### config.mk
export PLATFORM = sky130hd
export DESIGN_NAME = hnm_ssid_feeder_flat
export DESIGN_NICKNAME = d
export VERILOG_FILES = /design/src/rtl/hnm_ssid_feeder_pkg.sv /design/src/rtl/hnm_ssid_feeder_if.sv /design/src/rtl/hnm_ssid_feeder_fifo.sv /design/src/rtl/hnm_ssid_feeder.sv /design/src/flat_wrapper.sv
export SDC_FILE = /design/constraint.sdc
export NUM_CORES = 1
export LEC_CHECK = 0
export CAP_MARGIN = 20
export CORE_MARGIN = 8
export CORE_UTILIZATION = 59
export CTS_BUF_LIST = sky130_fd_sc_hd__clkbuf_4
export DETAILED_ROUTE_END_ITERATION = 10
export DONT_BUFFER_PORTS = 1
export PLACE_DENSITY = 0.81
export SETUP_SLACK_MARGIN = 0.05
export SYNTH_ARGS = -nofsm -noshare
export SYNTH_HDL_FRONTEND = slang
export SYNTH_SLANG_ARGS = --single-unit
### constraint.sdc
create_clock -name clk -period 2.78 [get_ports clk]
set_input_delay 0.278 -clock clk [delete_from_list [all_inputs] [get_ports clk]]
set_output_delay 0.278 -clock clk [all_outputs]
set_load 0.1 [all_outputs]
### src/rtl/hnm_ssid_feeder_pkg.sv
// ============================================================================
// hxmpp_pkg : shared types and widths for the HNMPP hit-map front end
// Rev 1.0
// ============================================================================
`default_nettype none

package hxmpp_pkg;

   localparam int HNM_ROWS           = 256;
   localparam int SSID_WIDTH_DEFAULT = $clog2(HNM_ROWS);

   typedef enum logic [1:0] {
      RUN        = 2'd0,
      WAIT_CLEAR = 2'd1,
      CLEAR      = 2'd2
   } feeder_state_t;

   typedef struct packed {
      logic                          last;
      logic [SSID_WIDTH_DEFAULT-1:0] ssid;
   } ssid_entry_t;

endpackage

`default_nettype wire

### src/rtl/hnm_ssid_feeder_if.sv
// ============================================================================
// hnm_ssid_feeder_if : SSID input stream, hit-map write port and clear handshake
// Rev 1.0
// ============================================================================
`default_nettype none

interface hnm_ssid_feeder_if
   import hxmpp_pkg::*;
#(
   parameter int SSID_WIDTH = SSID_WIDTH_DEFAULT,
   parameter int CNT_WIDTH  = 9
);
   logic [SSID_WIDTH-1:0] in_ssid;
   logic                  in_last;
   logic                  in_valid;
   logic                  in_ready;
   logic                  hnm_write_ready;
   logic [SSID_WIDTH-1:0] hnm_ssid_write;
   logic                  hnm_write;
   logic                  hnm_reset;
   logic                  clear_req;
   logic                  event_done;
   logic [CNT_WIDTH-1:0]  event_ssid_count;

   // Feeder side
   modport slave (
      input  in_ssid, in_last, in_valid, hnm_write_ready, clear_req,
      output in_ready, hnm_ssid_write, hnm_write, hnm_reset, event_done, event_ssid_count
   );

   // Source / hit-map side
   modport master (
      output in_ssid, in_last, in_valid, hnm_write_ready, clear_req,
      input  in_ready, hnm_ssid_write, hnm_write, hnm_reset, event_done, event_ssid_count
   );
endinterface

`default_nettype wire

### src/rtl/hnm_ssid_feeder_fifo.sv
// ============================================================================
// ssid_fifo : synchronous FIFO with registered full/empty, no bypass
// Rev 1.0
// ============================================================================
`default_nettype none

module ssid_fifo #(
   parameter int DEPTH = 16,
   parameter int WIDTH = 9
) (
   input  wire logic             clk,
   input  wire logic             reset,
   input  wire logic             push,
   input  wire logic [WIDTH-1:0] din,
   input  wire logic             pop,
   output logic      [WIDTH-1:0] dout,
   output logic                  full,
   output logic                  empty
);
   localparam int AW = $clog2(DEPTH);
   localparam logic [AW:0] C_FULL_CNT = (AW+1)'(DEPTH);

   logic [WIDTH-1:0] r_mem [DEPTH];
   logic [AW-1:0]    r_wr_ptr;
   logic [AW-1:0]    r_rd_ptr;
   logic [AW:0]      r_cnt;
   logic [AW:0]      w_cnt_next;
   logic             w_do_push;
   logic             w_do_pop;

   assign w_do_push = push && !full;
   assign w_do_pop  = pop && !empty;
   assign dout      = r_mem[r_rd_ptr];

   always_comb begin
      w_cnt_next = r_cnt;
      case ({w_do_push, w_do_pop})
         2'b10:   w_cnt_next = r_cnt + 1'b1;
         2'b01:   w_cnt_next = r_cnt - 1'b1;
         default: w_cnt_next = r_cnt;
      endcase
   end

   always_ff @(posedge clk) begin
      if (reset) begin
         r_wr_ptr <= '0;
         r_rd_ptr <= '0;
         r_cnt    <= '0;
         full     <= 1'b0;
         empty    <= 1'b1;
      end else begin
         if (w_do_push) r_wr_ptr <= r_wr_ptr + 1'b1;
         if (w_do_pop)  r_rd_ptr <= r_rd_ptr + 1'b1;
         r_cnt <= w_cnt_next;
         full  <= (w_cnt_next == C_FULL_CNT);
         empty <= (w_cnt_next == '0);
      end
   end

   // Storage carries no reset; validity is tracked by the pointers alone.
   always_ff @(posedge clk) begin
      if (w_do_push) r_mem[r_wr_ptr] <= din;
   end
endmodule

`default_nettype wire

### src/rtl/hnm_ssid_feeder.sv
// ============================================================================
// hnm_ssid_feeder : buffers hit SSIDs, writes them to the hit map, sequences clears
// Rev 1.0
// ============================================================================
`default_nettype none

module hnm_ssid_feeder
   import hxmpp_pkg::*;
#(
   parameter int SSID_WIDTH = SSID_WIDTH_DEFAULT,
   parameter int FIFO_DEPTH = 16,
   parameter int CNT_WIDTH  = 9
) (
   input wire logic         clk,
   input wire logic         reset,
   hnm_ssid_feeder_if.slave bus
);
   localparam logic [CNT_WIDTH-1:0] C_CNT_MAX = '1;

   feeder_state_t         r_state;
   logic [SSID_WIDTH-1:0] r_ssid_write;
   logic                  r_write;
   logic                  r_hnm_reset;
   logic                  r_event_done;
   logic [CNT_WIDTH-1:0]  r_count;

   ssid_entry_t w_push_entry;
   ssid_entry_t w_pop_entry;
   logic        w_full;
   logic        w_empty;
   logic        w_pop;

   assign w_push_entry = '{last: bus.in_last, ssid: bus.in_ssid};
   assign w_pop        = (r_state == RUN) && !w_empty && bus.hnm_write_ready;

   ssid_fifo #(
      .DEPTH (FIFO_DEPTH),
      .WIDTH ($bits(ssid_entry_t))
   ) u_fifo (
      .clk   (clk),
      .reset (reset),
      .push  (bus.in_valid),
      .din   (w_push_entry),
      .pop   (w_pop),
      .dout  (w_pop_entry),
      .full  (w_full),
      .empty (w_empty)
   );

   always_ff @(posedge clk) begin
      if (reset) begin
         r_state      <= RUN;
         r_ssid_write <= '0;
         r_write      <= 1'b0;
         r_hnm_reset  <= 1'b1;
         r_event_done <= 1'b0;
         r_count      <= '0;
      end else begin
         r_write      <= w_pop;
         r_event_done <= 1'b0;
         r_hnm_reset  <= 1'b0;
         if (w_pop) begin
            r_ssid_write <= w_pop_entry.ssid;
            if (r_count != C_CNT_MAX) r_count <= r_count + 1'b1;
         end
         case (r_state)
            RUN: begin
               if (w_pop && w_pop_entry.last) begin
                  r_state      <= WAIT_CLEAR;
                  r_event_done <= 1'b1;
               end
            end
            WAIT_CLEAR: begin
               // hnm_reset is registered on entry so it is high exactly while in CLEAR.
               if (bus.clear_req) begin
                  r_state     <= CLEAR;
                  r_hnm_reset <= 1'b1;
               end
            end
            CLEAR: begin
               r_state <= RUN;
               r_count <= '0;
            end
            default: r_state <= RUN;
         endcase
      end
   end

   assign bus.in_ready         = !w_full;
   assign bus.hnm_ssid_write   = r_ssid_write;
   assign bus.hnm_write        = r_write;
   assign bus.hnm_reset        = r_hnm_reset;
   assign bus.event_done       = r_event_done;
   assign bus.event_ssid_count = r_count;
endmodule

`default_nettype wire

### src/flat_wrapper.sv
// flat-port wrapper written by rule: the top's interface ports become plain ports
module hnm_ssid_feeder_flat import hxmpp_pkg::*;
#(
   parameter int SSID_WIDTH = SSID_WIDTH_DEFAULT,
   parameter int FIFO_DEPTH = 16,
   parameter int CNT_WIDTH  = 9
)
  (clk, reset, bus_in_ssid, bus_in_last, bus_in_valid, bus_hnm_write_ready, bus_clear_req, bus_in_ready, bus_hnm_ssid_write, bus_hnm_write, bus_hnm_reset, bus_event_done, bus_event_ssid_count);
  hnm_ssid_feeder_if #(.SSID_WIDTH(SSID_WIDTH), .CNT_WIDTH(CNT_WIDTH)) bus_i ();
  input wire logic clk;
  input wire logic reset;
  input wire logic [$bits(bus_i.in_ssid)-1:0] bus_in_ssid;
  input wire logic [$bits(bus_i.in_last)-1:0] bus_in_last;
  input wire logic [$bits(bus_i.in_valid)-1:0] bus_in_valid;
  input wire logic [$bits(bus_i.hnm_write_ready)-1:0] bus_hnm_write_ready;
  input wire logic [$bits(bus_i.clear_req)-1:0] bus_clear_req;
  output wire logic [$bits(bus_i.in_ready)-1:0] bus_in_ready;
  output wire logic [$bits(bus_i.hnm_ssid_write)-1:0] bus_hnm_ssid_write;
  output wire logic [$bits(bus_i.hnm_write)-1:0] bus_hnm_write;
  output wire logic [$bits(bus_i.hnm_reset)-1:0] bus_hnm_reset;
  output wire logic [$bits(bus_i.event_done)-1:0] bus_event_done;
  output wire logic [$bits(bus_i.event_ssid_count)-1:0] bus_event_ssid_count;
  assign bus_i.in_ssid = bus_in_ssid;
  assign bus_i.in_last = bus_in_last;
  assign bus_i.in_valid = bus_in_valid;
  assign bus_i.hnm_write_ready = bus_hnm_write_ready;
  assign bus_i.clear_req = bus_clear_req;
  assign bus_in_ready = bus_i.in_ready;
  assign bus_hnm_ssid_write = bus_i.hnm_ssid_write;
  assign bus_hnm_write = bus_i.hnm_write;
  assign bus_hnm_reset = bus_i.hnm_reset;
  assign bus_event_done = bus_i.event_done;
  assign bus_event_ssid_count = bus_i.event_ssid_count;
  hnm_ssid_feeder #(.SSID_WIDTH(SSID_WIDTH), .FIFO_DEPTH(FIFO_DEPTH), .CNT_WIDTH(CNT_WIDTH)) u_core (.clk(clk), .reset(reset), .bus(bus_i));
endmodule
==> out/metrics.yaml <==
synthesis:
  synth-edff-count: 144
  yosysWarnings: 0
  synth_common_cells: "144 x edfxtp_1, 44 x mux4_2, 41 x dfxtp_1"
  synth_seq_cells: 185
  synth.area.mux_share_pct: 14.07
  syn_nets: 447
  syn_area_per_cell_um2: 17.11
  synth_top_area_share_pct: 59.60
  synthesis.area_mm2: 0.007256
  synth_simple_gate_area_share_pct: 6.518
  yosysSeqAreaShare_pct: 70.91
  ys.flop_type: "edfxtp_1"
  synth-xor-area-share_pct: 2.173
  synth_compound_area_share_pct: 2.742
  synth_area_leader_cell: "edfxtp_1"
  synth.distinct_cells: 40
  synth_fa_ha_area_share_pct: 1.552
  yosysMostFrequentCell: "edfxtp_1"
  async_reset_ff_share_pct: 0
  synth_area_leaders: "edfxtp_1 60%, mux4_2 14%, dfxtp_1 11%"
  synth_top_family_by_area: "multiplexers"
  syn_inst: 424
clock_network:
  tritoncts: "done"
  clk_path_buf_depth: 2
  path_clk_slew_ps: 130
  cts_made_buffers: 17
  clock-sinks: 185
  htreeDepth: 4
  clock_latency_ps: 560
  post_cts_buffers: 0
  cts_root_buffer: "clkbuf_4"
global_routing:
  first_global_vias: 3871
  gr-total-overflow: 0
  grt_use_total_pct: 17.64
  grt_pass1_wl_mm: 21.00
  use_met3_pct: 5.488
  grt_util_met2_pct: 27.85
  use_met1_pct: 22.44
  busiest_layer: "met2"
  grt_max_degree: 34
  antenna_found_initial: 0
setup_path:
  critPathArrivalTime_ps: 3090
  critPathMaxFanout: 4
  rr_worst_depth: 10
  crit_type: "reg2reg"
  crit_required_ps: 3250
  regToRegStartpoint: "u_core.r_state[1]"
  setup.worst_path.start: "u_core.r_state[1]"
  cp-end-kind: "register"
  start_kind: "register"
min_path:
  worstHoldStart: "bus_in_valid"
  min_path_cells: 4
  hold_class: "in2reg"
floorplanning:
  initial_utilization_pct: 60.41
  core_mm2: 0.01201
  fp.dieArea_mm2: 0.01610
  row_count: 40
  io_pins: 35
  die_w_um: 126.9
  dieHeight_um: 126.9
timing:
  period_needed_ps: 2624
  tightest_slew_ps: 997.4
  setup_ws_ps: 156.1
  skew_ps: 9.050
  rsz0062_at_grt: "no"
  fin_crit_sh_pct: 94.38
  setup_tns_ps: 0
  hold_slack_ps: 181.8
  max_freq_ghz: 0.3811
  maxSlewViolCount: 0
  finalSetupViolCount: 0
  slew_headroom_pct: 33.41
  hold_viol: 0
drt:
  viasPerCell: 6.172
  vias: 3901
  drt_iter0_drc: 263
  route.detailed.drc: 0
  dr.pass1.iters: 4
  antenna_left: 0
  wl_mm: 13.67
  wl_per_cell_um: 21.63
pwr:
  peakVddDrop_v: 0.0003949
  leakagePower_nw: 2.649
  power.density_mw_per_mm2: 713.5
final_layout:
  nets: 495
  diodes: 0
  final_layout_size_suffix_gt1_share_pct: 24.12
  fillers: 843
  syn2layout_area_growth_pct: 10.47
placement:
  dp_slack_ps: 115.0
  hpwlAfterDp_mm: 9.051
  port_buffers: 0
  globalplace.congestion: 0.8340
job:
  max_cap_violations: 0
run_status:
  status: "completed"
## layout by cell type (no fill, tap or decap), drive strengths merged, types with 7 or more instances in the layout
cell type	count
dfxtp	41
inv	10
nor3	7
xnor2	8
clkbuf	18
ha	9
a21oi	16
edfxtp	144
mux4	44
clkinv	9
nor2	39
dlygate4sd3	11
buf	40
nand2	32
xor2	10
## stage by stage
step / utilization, % / std cells / cell area (um^2) / power, W
final: 66.73 / 632 / 8015 / 0.005719
after global routing: 66.73 / 632 / 8015 / 0.005934
after CTS: 66.57 / 631 / 7996 / 0.005755
after detailed placement: 63.65 / 588 / 7645 / 0.004444
after global placement: 63.65 / 588 / 7645 / 0.004415
after floorplan: - / 424 / 7256 / 0.004209
## where the power goes
part / leakage, nW / switching [W] / total [W] / internal (W)
combinational: 0.886 / 0.000632 / 0.00113 / 0.000495
sequential: 1.63 / 0.000198 / 0.00330 / 0.00310
clock: 0.129 / 0.000851 / 0.00129 / 0.000440
total: 2.65 / 0.00168 / 0.00572 / 0.00404
## layout make-up
class                      instances  area, um^2  area share [%]
clock buffer                      18       135.1           1.686
tap                              147       183.9           2.295
multi-input combinational        208        1967           24.54
timing repair buffer              51       430.4           5.370
clock inverter                    14       106.4           1.327
inverter                           9       46.29          0.5776
sequential                       185        5146           64.21
## repair_timing
| action | CTS | global route |
|---|---|---|
| hold endpoints to repair | 177 | 0 |
| endpoints found under the setup margin | 0 | 1 |
| resized for setup | 0 | 1 |
| hold buffers | 11 | 0 |
## sequential cells by signal, summed over array words and instances, names as in the netlist, named ones only
name / count
u_core.r_state: 2
u_core.bus.event_ssid_count: 9
u_core.u_fifo.full: 1
u_core.bus.hnm_ssid_write: 8
u_core.bus.hnm_write: 1
u_core.u_fifo.r_mem: 144
u_core.u_fifo.r_wr_ptr: 4
u_core.u_fifo.empty: 1
u_core.bus.hnm_reset: 1
u_core.u_fifo.r_rd_ptr: 4
u_core.u_fifo.r_cnt: 5
u_core.bus.event_done: 1
## layer usage
layer,vias to the layer above,routed length [um],part of all wire (%)
li1,1726,-,-
met1,1986,5802,42
met2,164,6633,49
met3,25,994,7.3
met4,0,242,1.8
met5,-,0,0
## cell families after synthesis
logic type / count (synthesis)
buffers and inverters: 31
DFF: 185
muxes: 47
AOI/OAI and AO/OA: 30
and+or+nand+nor: 104
adders and majority gates: 9
xor gates and xnor gates: 18
## critical path, stage by stage, from the launching register on
cell and delay [ps]:
dfxtp_1 350, or4b_4 590, clkinv_8 70, nand2_1 60, xnor2_1 140, ha_1 230
nor3b_1 220, o211ai_1 160, a311oi_2 310, xnor2_1 190, and4bb_1 240
## worst paths after layout
check | end | slack [ps]
worst min-delay path | u_core.u_fifo.r_wr_ptr[1] | 180
worst min register to register | u_core.bus.hnm_ssid_write[0] | 470
worst max-delay path | u_core.u_fifo.full | 160
worst max register to register | u_core.u_fifo.full | 160
No activity file was read; power rests on OpenSTA's default activity.
